<file path="config.mk">
export PLATFORM = sky130hd
export DESIGN_NAME = seg7_estado_decodificador
export DESIGN_NICKNAME = d
export VERILOG_FILES = /design/src/rtl/seg7_estado_decodificador.sv
export SDC_FILE = /design/constraint.sdc
export NUM_CORES = 1
export LEC_CHECK = 0
export CAP_MARGIN = 20
export CORE_ASPECT_RATIO = 1.4
export CORE_MARGIN = 5
export CORE_UTILIZATION = 50
export CTS_CLUSTER_SIZE = 24
export DETAILED_ROUTE_END_ITERATION = 6
export PLACE_DENSITY = 0.73
export RECOVER_POWER = 50
export SLEW_MARGIN = 5
export SYNTH_ARGS = -nofsm -noshare
export SYNTH_HDL_FRONTEND = slang
export SYNTH_SLANG_ARGS = --single-unit
</file>
<file path="constraint.sdc">
create_clock -name clock -period 3.8 [get_ports clock]
set_input_delay 0.76 -clock clock [delete_from_list [all_inputs] [get_ports clock]]
set_output_delay 0.76 -clock clock [all_outputs]
set_load 0.01 [all_outputs]
</file>
<file path="src/rtl/seg7_estado_decodificador.sv">
// Recovers the 5-bit FSM state code shown on an active-low 7-segment bus.
// It filters glitches, then queues each accepted code in a FIFO. Build option: SEG7_ESTADO_DEDUP_EN.
module seg7_estado_decodificador #(
    parameter int ESTAVEL      = 4,
    parameter int PROFUNDIDADE = 4
) (
    input  logic                              clock,
    input  logic                              reset,
    input  logic [6:0]                        display,
    input  logic                              ler,
    output logic [4:0]                        estado,
    output logic                              valido,
    output logic [$clog2(PROFUNDIDADE+1)-1:0] contagem,
    output logic                              erro_padrao,
    output logic                              erro_overflow
);
    localparam int         PW     = (PROFUNDIDADE > 1) ? $clog2(PROFUNDIDADE) : 1;
    localparam int         CW     = $clog2(PROFUNDIDADE+1);
    localparam logic [3:0] EST    = 4'(ESTAVEL);
    localparam logic [3:0] EST_M1 = 4'(ESTAVEL - 1);
    localparam logic [6:0] BLANK  = 7'h7F;

    logic [6:0]                         amostra_q, amostra_d;
    logic [3:0]                         cont_q, cont_d;
    logic [6:0]                         ultimo_q, ultimo_d;
    logic [PROFUNDIDADE-1:0][4:0]       mem_q;
    logic [PW-1:0]                      rd_ptr_q, wr_ptr_q;
    logic [CW-1:0]                      cnt_q, cnt_d;
    logic                               perr_q, ovf_q;

    logic       same, aceita, dec_ok, dup, push_req, push, pop, full, drop, pad_err;
    logic [4:0] dec_code;

    always_comb begin
        dec_ok   = 1'b1;
        dec_code = 5'd0;
        case (display)
            7'h40: dec_code = 5'h00;  7'h79: dec_code = 5'h01;
            7'h24: dec_code = 5'h02;  7'h30: dec_code = 5'h03;
            7'h19: dec_code = 5'h04;  7'h12: dec_code = 5'h05;
            7'h02: dec_code = 5'h06;  7'h78: dec_code = 5'h07;
            7'h00: dec_code = 5'h08;  7'h10: dec_code = 5'h09;
            7'h08: dec_code = 5'h0A;  7'h03: dec_code = 5'h0B;
            7'h46: dec_code = 5'h0C;  7'h21: dec_code = 5'h0D;
            7'h06: dec_code = 5'h0E;  7'h0E: dec_code = 5'h0F;
            7'h7E: dec_code = 5'h10;  7'h7D: dec_code = 5'h11;
            7'h7B: dec_code = 5'h12;  7'h77: dec_code = 5'h13;
            7'h6F: dec_code = 5'h14;  7'h5F: dec_code = 5'h15;
            7'h3F: dec_code = 5'h16;  7'h7C: dec_code = 5'h17;
            7'h73: dec_code = 5'h18;  7'h67: dec_code = 5'h19;
            7'h4F: dec_code = 5'h1A;  7'h1F: dec_code = 5'h1B;
            7'h71: dec_code = 5'h1C;  7'h63: dec_code = 5'h1D;
            7'h47: dec_code = 5'h1E;  7'h0F: dec_code = 5'h1F;
            default: dec_ok = 1'b0;
        endcase
    end

    // Acceptance fires only on the cont ESTAVEL-1 -> ESTAVEL step, so once per episode.
    assign same   = (display == amostra_q);
    assign aceita = same && (cont_q == EST_M1);

    always_comb begin
        amostra_d = display;
        cont_d    = 4'd1;
        if (same)
            cont_d = (cont_q == EST) ? cont_q : cont_q + 4'd1;
        ultimo_d  = aceita ? display : ultimo_q;
    end

`ifdef SEG7_ESTADO_DEDUP_EN
    // Decode map is injective, so pattern equality is code equality.
    assign dup = (display == ultimo_q);
`else
    assign dup = 1'b0;
`endif

    assign valido   = (cnt_q != '0);
    assign estado   = valido ? mem_q[rd_ptr_q] : 5'd0;
    assign contagem = cnt_q;

    assign full     = (cnt_q == CW'(PROFUNDIDADE));
    assign pop      = ler && valido;
    assign push_req = aceita && dec_ok && !dup;
    assign push     = push_req && (!full || pop);
    assign drop     = push_req && full && !pop;
    assign pad_err  = aceita && !dec_ok && (display != BLANK);

    always_comb begin
        cnt_d = cnt_q;
        if (push && !pop)
            cnt_d = cnt_q + CW'(1);
        else if (pop && !push)
            cnt_d = cnt_q - CW'(1);
    end

    always_ff @(posedge clock) begin
        if (reset) begin
            amostra_q <= BLANK;
            cont_q    <= 4'd0;
            ultimo_q  <= BLANK;
            mem_q     <= '0;
            rd_ptr_q  <= '0;
            wr_ptr_q  <= '0;
            cnt_q     <= '0;
            perr_q    <= 1'b0;
            ovf_q     <= 1'b0;
        end else begin
            amostra_q <= amostra_d;
            cont_q    <= cont_d;
            ultimo_q  <= ultimo_d;
            cnt_q     <= cnt_d;
            if (push) begin
                mem_q[wr_ptr_q] <= dec_code;
                wr_ptr_q        <= PW'(wr_ptr_q + 1'b1);
            end
            if (pop)
                rd_ptr_q <= PW'(rd_ptr_q + 1'b1);
            if (pad_err)
                perr_q <= 1'b1;
            if (drop)
                ovf_q <= 1'b1;
        end
    end

    assign erro_padrao   = perr_q;
    assign erro_overflow = ovf_q;
endmodule

</file>
### Word level (Yosys, flattened, before mapping)

Cells that the tools add are included.

* bits in registers: 40
* output and inout port bits: 11
* word-level logic and storage cells: 91

* add/subtract/negate cells: 5
* magnitude comparators: 3
* equality and inequality tests: 37
* muxes and demuxes: 12
* bitwise gates (word level): 1
* reduce and logical (&&, ||, !) cells: 21

Operators by type and width (count)
* $pmux 5 s31: 1
* $eq 7x7->1 const B: 17
* $reduce_or 32->1: 1
* $eq 7x5->1 const B: 4
* $eq 7x6->1 const B: 4
* $eq 7x4->1 const B: 3
* $bwmux 20: 1
* $mux 5: 3
* $eq 7x2->1 const B: 2
* $logic_and 1x1->1: 11
* $bmux 5 s2: 1
* $demux 5 s2: 1
* $eq 7x3->1 const B: 1
* $eq 7x7->1: 1
* $logic_not 7->1: 1
* $ne 7x7->1 const B: 1
* $lt 2x3->1 const B: 2
* $mux 3: 2
* $add 2x1->2 const B: 2
* $add 4x1->4 const B: 1
* $eq 4x2->1 const B: 1
* $eq 4x3->1 const B: 1
* $logic_not 1->1: 4
* $add 3x1->3 const B: 1
* other kinds (10): 12

### Longest topological paths before layout

Gate-level depths: netlist of run 1.

* depth after elaboration: 9
* gate-level depth with buffers: 16

### Least setup slack after synthesis of run 1

OpenSTA, ideal clock, no wires.

* path kind: input to register
* from: input port display[3]
* to: register cnt_q[2] (netlist: contagem[2])
* library setup time: 70 ps
* arrival time: 3496 ps
* data required time: 3730 ps
* slack: 234 ps
* stages on the path: 14
* path through: buf_6 or4_1 a2111oi_0 and3b_1 nand4_4 buf_12 o211ai_4 inv_2 ha_1 inv_1 fa_1 xor2_1 or3_1 a21oi_1

* longest elaborated chain between the ends: 8
* elaborated cells between the ends (all ways): 43
* classes of those cells: eq/ne: 32; mux: 2; reduce/logical: 9

RTL lines
* from (decl): line 9 `input logic [6:0] display,`
* $eq 7x4->1 (tied with other cells): line 37 `case (display)`
* $reduce_or 32->1 (no line)
* $mux 1: line 37
* $logic_and 1x1->1 (*): line 83 `assign push_req = aceita && dec_ok && !dup;`
* $logic_and 1x1->1 (*): line 84 `assign push = push_req && (!full || pop);`
* net push: line 31 `logic same, aceita, dec_ok, dup, push_req, push, pop, full, drop, pad_err;`
* $logic_not 1->1: line 92 `else if (pop && !push)`
* $logic_and 1x1->1: line 92
* $reduce_bool 2->1 (no line)
* to (signal assigned): line 111 `cnt_q <= cnt_d;`
* to (decl): line 28 `logic [CW-1:0] cnt_q, cnt_d;`

Mark *: on every way through the listed nets, which the timed path passes. The rest lies on a longest branch.
A chain may end at the register's enable or synchronous reset.

### Worst setup path after layout of run 1

Same ends and word-level chain as after synthesis.

==> flow_summary.rst, run 1 <==
.. list-table::
   :header-rows: 1

   * - Metric
     - Value
   * - Outcome
     - complete, no violations
   * - Crit path top cell by count
     - buf_4
   * - Kind of end point of the critical path
     - flop
   * - Die X
     - 73.9 um
   * - Largest net degree at the start of global routing
     - 31
   * - Number of CTS-inserted buffers
     - 5
   * - Largest incremental delay on the critical path
     - 0.42 ns
   * - # setup viols final
     - 0
   * - Final Instance Area
     - 3400 um2
   * - Number of buffers added to fix hold violations after cts
     - 0
   * - Synthesized area per cell
     - 9.27 um2
   * - Average wire per standard cell
     - 16.0 um
   * - Number of global-route vias before repair
     - 2,517
   * - Number of placed I/O pins
     - 21
   * - Starting density of the core
     - 0.517
   * - Final #Nets
     - 366
   * - WP data required
     - 4.03 ns
   * - Measured slew at the worst slew-check pin
     - 0.725 ns
   * - CTS tree
     - done
   * - Maximum ir drop on the vdd rail
     - 0.000403 V
   * - Min-delay worst type
     - flop to flop
   * - Share of the core filled with cells in the final layout
     - 0.615
   * - TritonRoute pass-1 iters
     - 4
   * - Yosys Warn Count
     - 0
   * - Floorplan die area
     - 7340 um2
   * - DRC violation count after routing
     - 0
   * - Proportion of register bits with asynchronous set or reset after synthesis
     - 0
   * - Area share of the largest cell type after synthesis
     - 0.280
   * - Largest buffer count on any clock path
     - 2
   * - Critical path destination
     - contagem[2]$_SDFFE_PP0P_
   * - GRT Total Usage
     - 0.198
   * - Category of the critical setup timing path
     - primary input to flop
   * - Global-route met3 utilization
     - 0.0324
   * - Main synth FF type
     - dfxtp_1
   * - Cell with the biggest individual delay on the critical path
     - clkdlybuf4s50_1
   * - Synth area leader
     - dfxtp_1
   * - Series of cell instances along the critical path
     - clkdlybuf4s50_1 -> buf_4 -> buf_4 -> or3b_1 -> o32ai_1 -> a31oi_1 -> nand4_4 -> o211ai_4 -> inv_2 -> ha_1 -> inv_1 -> fa_1 -> xor2_1 -> or3_1 -> a21oi_1
   * - Final GP Congestion
     - 0.888
   * - Grt met2 use
     - 0.335
   * - Startpoint of the worst setup timing path
     - display[3]
   * - Wire length of the first global-routing pass
     - 11,700 um
   * - Crit Reg-Reg Endpoint
     - contagem[2]$_SDFFE_PP0P_
   * - Initial detailed-routing violation count
     - 198
   * - Number of register bits inferred by synthesis
     - 40
   * - Signal arrival time at the worst endpoint
     - 3.87 ns
   * - Netlist cell types
     - 66
   * - Met1 Resource Use GR
     - 0.243
   * - Port Buffer Count
     - 20
   * - Clock Root Buffer
     - clkbuf_8
   * - Leading post-synthesis cells by cell area
     - dfxtp_1 28%, mux2i_1 8.4%, nand2b_1 6.1%, mux4_2 3.9%, o2111ai_4 3.7%
   * - Overflow left after global routing
     - 0
   * - Largest clock skew in the final design
     - 0.00265 ns
   * - Die height
     - 99.4 um
   * - Std cell rows
     - 32
   * - Area of the mapped netlist
     - 2860 um2
   * - Number of clock sinks
     - 40
   * - Share of post-route cells with drive strength above 1
     - 0.226
   * - Start of the worst register-to-register path
     - amostra_q[3]$_SDFF_PP1_
   * - Antenna violations before repair
     - 0
   * - Post-placement cell area
     - 3270 um2
   * - Antenna Violating Nets Remaining
     - 0
   * - Total of max-cap violations
     - 0
   * - Category of the worst setup path launch point
     - primary input
   * - Power density of the placed cells
     - 318 nW/um2
   * - Share of the yosys chip area belonging to registers
     - 0.280
   * - Total wirelength of the detailed-routed design
     - 6670 um
   * - Latest clock arrival within the worst-skew pair
     - 0.29 ns
   * - Critical Path Fanout Max
     - 15
   * - Maximum operating frequency
     - 275 MHz
   * - Area Growth Syn to Fin
     - 19.0%
   * - Max-slew headroom
     - 0.517
   * - Diode insertion count for antenna repair
     - 0
   * - Number of vias in the routed layout
     - 2,416
   * - Post-route fraction of the period consumed by the critical path
     - 0.956
   * - Count of final hold-check violations
     - 0
   * - Number of instances in the synthesized netlist
     - 308
   * - Number of levels the H-tree was split into
     - 2
   * - Clk pin slew, worst setup/hold paths
     - 0.08 ns
   * - Unrepaired setup endpoints after global routing
     - no
   * - Final critical path time including I/O delays and setup
     - 3.63 ns
   * - Setup slack of the most critical reg-to-reg path
     - 0.97 ns
   * - Count of flip-flops with a built-in enable after synthesis
     - 0
   * - CORE AREA
     - 5530 um2
   * - Fin. max-slew vios
     - 0
   * - Detail Placement HPWL
     - 4980 um
   * - Via-to-Cell Ratio
     - 5.79
   * - R2R depth
     - 12
   * - Most heavily used metal layer in global routing
     - met2
   * - Post-Synthesis Net Count
     - 326
   * - Leakage
     - 1.41 nW
   * - Filler Cell Count
     - 487
## cell usage after synthesis (2+ instances only)
library cell and n:
dfxtp_1 40, nand2b_1 28, mux2i_1 24, nor2_1 24, clkbuf_1 14, nand3_1 12
inv_1 9, a21oi_1 8, or2_2 8, xor2_1 8, and2_1 7, buf_2 7
ha_1 7, nand2_1 7, o21ai_0 7, xnor2_1 7, o2111ai_1 6, buf_6 5
mux4_2 5, nor3_1 5, o2111ai_4 4, or3_1 4, and3b_1 3, nand4_1 3
nor2b_1 3, nor4b_1 3, a31o_2 2, a31oi_1 2, a32oi_1 2, and3_1 2
nand3b_1 2, nand4b_1 2, nor4_1 2, o21ai_1 2, o32ai_1 2, or4b_1 2
## cell usage in the layout, fill, tap and decap left out, types with 3 or more instances in the layout
cell	synthesis	layout
dfxtp_1	40	40
buf_4	1	40
nand2b_1	28	28
nor2_1	24	24
mux2i_1	24	24
nand3_1	12	12
dlygate4sd3_1	0	11
inv_1	9	9
clkdlybuf4s50_1	0	9
a21oi_1	8	8
xor2_1	8	8
or2_2	8	8
nand2_1	7	7
xnor2_1	7	7
and2_1	7	7
o21ai_0	7	7
ha_1	7	7
o2111ai_1	6	6
nor3_1	5	5
mux4_2	5	5
clkbuf_8	0	5
or3_1	4	4
o2111ai_4	4	4
nor2b_1	3	3
and3b_1	3	3
nor4b_1	3	3
nand4_1	3	3
## layout make-up
cell class | instances | area, um2 | area share
sequential | 40 | 801 | 0.236
inverter | 10 | 37.5 | 0.0110
clock buffer | 5 | 68.8 | 0.0203
timing repair buffer | 62 | 512 | 0.151
clock inverter | 3 | 42.5 | 0.0125
multi-input combinational | 229 | 1850 | 0.545
tap | 68 | 85.1 | 0.0250
## registers in the layout (all words and copies together) (netlist names)
register / flops
mem_q: 20
amostra_q: 7
erro_overflow: 1
wr_ptr_q: 2
cont_q: 4
contagem: 3
erro_padrao: 1
rd_ptr_q: 2
## through the flow
step	hold slack, ns	setup slack [ns]	cells	power, mW	setup TNS, ns
2_1_floorplan	0.449	0.234	308	0.646	0
3_3_place_gp	0.439	-0.119	408	0.736	-0.119
3_5_place_dp	0.437	-0.217	408	0.739	-0.217
4_1_cts	0.449	0.0719	416	1.09	0
5_1_grt	0.470	0.0108	417	1.14	0
6_report	0.443	0.167	417	1.08	0
## critical path, delay by kind of cell
kind,cells,cell delay (ns)
simple gates,3,0.87
compound gates,4,0.65
fa+ha+maj,2,0.54
xor+xnor,1,0.16
buf+inv,5,0.88
## report_power, final
group / switching [mW] / total [mW] / leakage [nW] / internal, mW
combinational: 0.139 / 0.263 / 1.03 / 0.124
sequential: 0.0257 / 0.462 / 0.325 / 0.436
clock: 0.160 / 0.354 / 0.0541 / 0.194
## cells by family (layout without fill, tap and decap cells)
logic type	count (synthesis)	count (layout)	share of synthesized area
xor gates and xnor gates	15	15	0.0460
buffers and inverters	39	80	0.0758
muxes	30	30	0.129
and+or+nand+nor	126	126	0.273
DFF	40	40	0.280
AOI/OAI and AO/OA	50	50	0.159
adders and majority gates	8	8	0.0377
## repair_timing
item | CTS | global route
buffers inserted | 0 | 1
gates resized for setup | 0 | 3
endpoints found under the setup margin | 0 | 1
## routing by layer
layer | wire, um | up-vias
met3 | 242 | 19
met5 | 0 | -
met1 | 2830 | 1143
met2 | 3360 | 62
met4 | 233 | 0
li1 | - | 1192
## how the worst min path moves through the flow
stage | startpoint | end | slack, ns | cells past startpoint
after floorplan | mem_q[11]$_SDFFE_PP0P_ | mem_q[11]$_SDFFE_PP0P_ | 0.45 | 2
after global placement | erro_overflow$_SDFFE_PP0P_ | erro_overflow$_SDFFE_PP0P_ | 0.44 | 2
after detailed placement | erro_overflow$_SDFFE_PP0P_ | erro_overflow$_SDFFE_PP0P_ | 0.44 | 2
after CTS | erro_overflow$_SDFFE_PP0P_ | erro_overflow$_SDFFE_PP0P_ | 0.45 | 2
after global routing | erro_overflow$_SDFFE_PP0P_ | erro_overflow$_SDFFE_PP0P_ | 0.47 | 2
final | erro_overflow$_SDFFE_PP0P_ | erro_overflow$_SDFFE_PP0P_ | 0.44 | 2
(Power assumes the default switching activity.)
==> run 2, diff against run 1 <==
--- a/config.mk
+++ b/config.mk
@@ -6,12 +6,12 @@
 export NUM_CORES = 1
 export LEC_CHECK = 0
 export CAP_MARGIN = 20
-export CORE_ASPECT_RATIO = 1.4
+export CORE_ASPECT_RATIO = 0.75
 export CORE_MARGIN = 5
-export CORE_UTILIZATION = 50
+export CORE_UTILIZATION = 59
 export CTS_CLUSTER_SIZE = 24
 export DETAILED_ROUTE_END_ITERATION = 6
-export PLACE_DENSITY = 0.73
+export PLACE_DENSITY = 0.83
 export RECOVER_POWER = 50
 export SLEW_MARGIN = 5
 export SYNTH_ARGS = -nofsm -noshare
==> flow_summary.rst, run 2 (same netlist as run 1, synthesis figures left out) <==
.. list-table::
   :header-rows: 1

   * - Metric
     - Value
   * - Final GP Congestion
     - 0.956
   * - Signal arrival time at the worst endpoint
     - 3.83 ns
   * - Register containing the most flip-flops in the final layout
     - mem_q
   * - Number of CTS-inserted buffers
     - 5
   * - CTS tree
     - done
   * - Power density of the placed cells
     - 324 nW/um2
   * - Antenna violations before repair
     - 0
   * - Min-delay worst type
     - flop to flop
   * - Port Buffer Count
     - 20
   * - TritonRoute pass-1 iters
     - 4
   * - Number of buffers added to fix hold violations after cts
     - 0
   * - Worst Setup Slack, final
     - 0.196 ns
   * - Clock Root Buffer
     - clkbuf_8
   * - Commonest non-fill, non-tap cells in the layout
     - 40 x dfxtp_1, 35 x buf_4, 28 x nand2b_1, 24 x nor2_1, 24 x mux2i_1
   * - Share of post-route cells with drive strength above 1
     - 0.211
   * - Area Growth Syn to Fin
     - 17.9%
   * - Number of clock sinks
     - 40
   * - Die height
     - 70.2 um
   * - Max-slew headroom
     - 0.525
   * - Final #Nets
     - 363
   * - Starting density of the core
     - 0.625
   * - Most frequent standard cell in the layout excluding fill and tap cells
     - dfxtp_1
   * - Largest net degree at the start of global routing
     - 40
   * - Measured slew at the worst slew-check pin
     - 0.712 ns
   * - Initial detailed-routing violation count
     - 127
   * - Maximum ir drop on the vdd rail
     - 0.000275 V
   * - Number of placed I/O pins
     - 21
   * - Total power consumption of the routed design
     - 1.09 mW
   * - Post-route fraction of the period consumed by the critical path
     - 0.948
   * - Average wire per standard cell
     - 16.5 um
   * - Outcome
     - complete, no violations
   * - DRC violation count after routing
     - 0
   * - Clk pin slew, worst setup/hold paths
     - 0.08 ns
   * - Summed negative setup slack over all endpoints
     - 0 ns
   * - Unrepaired setup endpoints after global routing
     - no
   * - Number of global-route vias before repair
     - 2,305
   * - GRT Total Usage
     - 0.210
   * - Final standard cell count with taps included and fillers excluded
     - 403
   * - Via-to-Cell Ratio
     - 6.00
   * - CORE AREA
     - 4570 um2
   * - Kind of end point of the critical path
     - flop
   * - Number of flip-flops in the largest register
     - 20
   * - Fin. max-slew vios
     - 0
   * - Number of resized instances in the post-cts repair step
     - 0
   * - Largest registers
     - mem_q (20), amostra_q (7), cont_q (4)
   * - Latest clock arrival within the worst-skew pair
     - 0.29 ns
   * - Total of max-cap violations
     - 0
   * - Setup WS pre-CTS
     - -0.100 ns
   * - Number of levels the H-tree was split into
     - 2
   * - Leakage
     - 1.41 nW
   * - Antenna Violating Nets Remaining
     - 0
   * - Largest buffer count on any clock path
     - 2
   * - Wire length of the first global-routing pass
     - 11,200 um
   * - Count of final hold-check violations
     - 0
   * - Overflow left after global routing
     - 0
   * - Number of vias in the routed layout
     - 2,417
   * - Final critical path time including I/O delays and setup
     - 3.60 ns
   * - Category of the worst setup path launch point
     - primary input
   * - Detail Placement HPWL
     - 4900 um
   * - Die X
     - 90.3 um
   * - Category of the critical setup timing path
     - primary input to flop
   * - Floorplan die area
     - 6340 um2
   * - # setup viols final
     - 0
   * - Std cell rows
     - 21
   * - Share of the core filled with cells in the final layout
     - 0.736
   * - Largest clock skew in the final design
     - 0.0103 ns
   * - DP Cell Count
     - 394
   * - Filler Cell Count
     - 341
   * - Post-CTS repair timing setup buffer count
     - 0
   * - Critical Path Fanout Max
     - 2
   * - FF+latch area
     - 801 um2
   * - Maximum operating frequency
     - 277 MHz
   * - Total wirelength of the detailed-routed design
     - 6640 um
   * - Diode insertion count for antenna repair
     - 0
   * - Combined area of the multi-input logic cells
     - 1840 um2
   * - WP data required
     - 4.02 ns
-- run 2: cell type report --
cell class / instances / area share
Timing Repair Buffer: 59 / 0.148
Inverter: 10 / 0.0111
Clock inverter: 2 / 0.0115
Tap cell: 57 / 0.0212
Multi-Input combinational cell: 229 / 0.546
Sequential cell: 40 / 0.238
Clock buffer: 6 / 0.0245
-- run 2: where the power goes --
group	total (mW)	internal (mW)	switching, mW
combinational	0.262	0.123	0.139
clock	0.364	0.215	0.149
sequential	0.464	0.436	0.0280
-- run 2: worst paths after layout --
| check | startpoint | end | slack [ns] | cells after the start |
|---|---|---|---|---|
| worst max register to register | amostra_q[3]$_SDFF_PP1_ | contagem[2]$_SDFFE_PP0P_ | 1.06 | 12 |
| worst min register to register | erro_overflow$_SDFFE_PP0P_ | erro_overflow$_SDFFE_PP0P_ | 0.47 | 2 |
| worst min-delay path | erro_overflow$_SDFFE_PP0P_ | erro_overflow$_SDFFE_PP0P_ | 0.47 | 2 |
| worst max-delay path | display[0] | contagem[2]$_SDFFE_PP0P_ | 0.20 | 13 |
-- run 2: worst max-delay path, cell delays in order --
cell	delay [ns]
clkdlybuf4s50_1	0.42
or4_1	0.52
a2111oi_0	0.39
and3b_1	0.26
nand4_4	0.11
o211ai_4	0.08
inv_2	0.07
ha_1	0.17
inv_1	0.06
fa_1	0.37
xor2_1	0.16
or3_1	0.31
a21oi_1	0.15
-- run 2: routing by layer --
metal / GRT usage / routed length, um
met1: 0.302 / 3020
met2: 0.325 / 3070
met3: 0.0451 / 488
met4: 0.0446 / 59
met5: 0 / 0
-- run 2: through the flow --
| stage | instance area (um2) | hold slack, ns |
|---|---|---|
| after global routing | 3370 | 0.495 |
| after detailed placement | 3250 | 0.465 |
| after floorplan | 2860 | 0.449 |
| after global placement | 3250 | 0.434 |
| final | 3370 | 0.470 |
| after CTS | 3370 | 0.478 |
==> run 3, diff against run 2 <==
--- a/config.mk
+++ b/config.mk
@@ -5,12 +5,14 @@
 export SDC_FILE = /design/constraint.sdc
 export NUM_CORES = 1
 export LEC_CHECK = 0
+export ABC_CLOCK_PERIOD_IN_PS = 3800
 export CAP_MARGIN = 20
 export CORE_ASPECT_RATIO = 0.75
 export CORE_MARGIN = 5
 export CORE_UTILIZATION = 59
 export CTS_CLUSTER_SIZE = 24
 export DETAILED_ROUTE_END_ITERATION = 6
+export GPL_ROUTABILITY_DRIVEN = 0
 export PLACE_DENSITY = 0.83
 export RECOVER_POWER = 50
 export SLEW_MARGIN = 5
==> constraint.sdc (replaced) <==
create_clock -name clock -period 3.8 [get_ports clock]
set_input_delay 0.57 -clock clock [delete_from_list [all_inputs] [get_ports clock]]
set_output_delay 0.57 -clock clock [all_outputs]
set_load 0.01 [all_outputs]
==> flow_summary.rst, run 3 (same netlist as run 1, synthesis figures left out) <==
.. list-table::
   :header-rows: 1

   * - Metric
     - Value
   * - Outcome
     - complete, no violations
   * - Number of buffers added to fix hold violations after cts
     - 0
   * - Category of the critical setup timing path
     - primary input to flop
   * - Average wire per standard cell
     - 15.4 um
   * - Std cell rows
     - 21
   * - Share of post-route cells with drive strength above 1
     - 0.185
   * - Clock Root Buffer
     - clkbuf_8
   * - Proportion of power drawn by combinational gates
     - 0.227
   * - Register containing the most flip-flops in the final layout
     - mem_q
   * - Area Growth Syn to Fin
     - 14.8%
   * - Fin. max-slew vios
     - 0
   * - Number of vias in the routed layout
     - 2,347
   * - Maximum operating frequency
     - 291 MHz
   * - Count of final hold-check violations
     - 0
   * - R2R depth
     - 12
   * - Clk pin slew, worst setup/hold paths
     - 0.08 ns
   * - Post-route fraction of the period consumed by the critical path
     - 0.903
   * - Largest clock skew in the final design
     - 0.00562 ns
   * - CTS tree
     - done
   * - Met1 Resource Use GR
     - 0.282
   * - Crit Reg-Reg Endpoint
     - contagem[2]$_SDFFE_PP0P_
   * - Sequential share of power
     - 0.425
   * - Measured slew at the worst slew-check pin
     - 0.886 ns
   * - Category of the worst setup path launch point
     - primary input
   * - Maximum ir drop on the vdd rail
     - 0.000266 V
   * - GRT Total Usage
     - 0.201
   * - Largest buffer count on any clock path
     - 2
   * - Final critical path time including I/O delays and setup
     - 3.43 ns
   * - Grt met2 use
     - 0.321
   * - Max-slew headroom
     - 0.410
   * - Critical Path Fanout Max
     - 13
   * - Post-CTS repair timing setup buffer count
     - 0
   * - Global-route met3 utilization
     - 0.0483
   * - Wire length of the first global-routing pass
     - 10,700 um
   * - Total of max-cap violations
     - 0
   * - Die height
     - 70.2 um
   * - Largest registers
     - mem_q (20), amostra_q (7), cont_q (4)
   * - Unrepaired setup endpoints after global routing
     - no
   * - Summed negative setup slack over all endpoints
     - 0 ns
   * - Sw Pwr
     - 306 uW
   * - Min-delay worst type
     - flop to flop
   * - Endpoint of the worst hold-timing path
     - erro_overflow$_SDFFE_PP0P_
   * - Number of resized instances in the post-cts repair step
     - 0
   * - TritonRoute pass-1 iters
     - 5
   * - Kind of end point of the critical path
     - flop
   * - Die X
     - 90.3 um
   * - CORE AREA
     - 4570 um2
   * - Antenna Violating Nets Remaining
     - 0
   * - Worst Hold Launch
     - erro_overflow$_SDFFE_PP0P_
   * - Switch share
     - 0.281
   * - Leakage
     - 1.35 nW
   * - Commonest non-fill, non-tap cells in the layout
     - 40 x dfxtp_1, 28 x nand2b_1, 26 x buf_4, 24 x nor2_1, 24 x mux2i_1
   * - Via-to-Cell Ratio
     - 5.99
   * - Final #Nets
     - 352
   * - Starting density of the core
     - 0.625
   * - Number of global-route vias before repair
     - 2,235
   * - # setup viols final
     - 0
   * - Most heavily used metal layer in global routing
     - met2
   * - Setup slack of the most critical reg-to-reg path
     - 1.02 ns
   * - Number of levels the H-tree was split into
     - 2
   * - Detail Placement HPWL
     - 4490 um
   * - DP Cell Count
     - 383
   * - Number of clock sinks
     - 40
   * - Start of the worst register-to-register path
     - amostra_q[3]$_SDFF_PP1_
   * - Total wirelength of the detailed-routed design
     - 6040 um
   * - DRC violation count after routing
     - 0
   * - Port Buffer Count
     - 20
   * - Antenna violations before repair
     - 0
   * - Cell depth of the worst hold path
     - 2
   * - Largest net degree at the start of global routing
     - 42
   * - Number of placed I/O pins
     - 21
   * - Total internal power
     - 784 uW
   * - Most frequent standard cell in the layout excluding fill and tap cells
     - dfxtp_1
   * - Final standard cell count with taps included and fillers excluded
     - 392
   * - WP data required
     - 4.03 ns
   * - Power density of the placed cells
     - 333 nW/um2
   * - Floorplan die area
     - 6340 um2
   * - Diode insertion count for antenna repair
     - 0
   * - Signal arrival time at the worst endpoint
     - 3.66 ns
   * - Latest clock arrival within the worst-skew pair
     - 0.29 ns
   * - Number of flip-flops in the largest register
     - 20
   * - Number of CTS-inserted buffers
     - 5
   * - Overflow left after global routing
     - 0
   * - Initial detailed-routing violation count
     - 152
   * - Clock Power Share
     - 0.348
run 3: per-stage QoR:
stage | power, mW | utilization | hold slack [ns] | cell area, um2 | worst slack (ns)
6_report | 1.09 | 0.717 | 0.457 | 3280 | 0.367
3_5_place_dp | 0.728 | 0.689 | 0.455 | 3150 | 0.0714
3_3_place_gp | 0.723 | 0.689 | 0.436 | 3150 | 0.114
5_1_grt | 1.15 | 0.717 | 0.495 | 3280 | 0.159
4_1_cts | 1.11 | 0.717 | 0.466 | 3280 | 0.382
2_1_floorplan | 0.646 | - | 0.449 | 2860 | 0.424
run 3: worst max-delay path, stage by stage:
cell	delay (ns)
clkdlybuf4s50_1	0.47
buf_4	0.18
buf_4	0.21
nand2_1	0.08
nor4_1	0.34
a21oi_1	0.18
a2bb2oi_2	0.24
o211ai_4	0.11
inv_2	0.07
ha_1	0.17
inv_1	0.06
fa_1	0.37
xor2_1	0.15
or3_1	0.31
a21oi_1	0.14
run 3: worst max path at each step:
stage          slack [ns]                        to       start
3_3_place_gp         0.11  contagem[2]$_SDFFE_PP0P_  display[0]
2_1_floorplan        0.42  contagem[2]$_SDFFE_PP0P_  display[3]
5_1_grt              0.16  contagem[2]$_SDFFE_PP0P_  display[5]
6_report             0.37  contagem[2]$_SDFFE_PP0P_  display[5]
3_5_place_dp         0.07  contagem[2]$_SDFFE_PP0P_  display[3]
4_1_cts              0.38  contagem[2]$_SDFFE_PP0P_  display[3]
run 3: per-layer routing:
layer | wire length [um] | vias to the layer above
li1 | - | 1162
met2 | 2800 | 72
met5 | 0 | -
met1 | 2770 | 1107
met3 | 407 | 6
met4 | 57 | 0
run 3: area by class of cell:
cell class	instances	area, um2
Inverter	10	37.5
Multi-Input combinational cell	229	1840
Timing Repair Buffer	48	403
Tap cell	57	71.3
Clock buffer	7	96.3
Clock inverter	1	30.0
Sequential cell	40	801
Fill cell	355	1290
run 3: power by group through the flow:
stage	clock network [mW]	logic [mW]	registers (mW)
3_3_place_gp	0	0.249	0.474
4_1_cts	0.388	0.255	0.465
3_5_place_dp	0	0.253	0.474
2_1_floorplan	0	0.184	0.463
5_1_grt	0.406	0.274	0.469
6_report	0.379	0.247	0.463
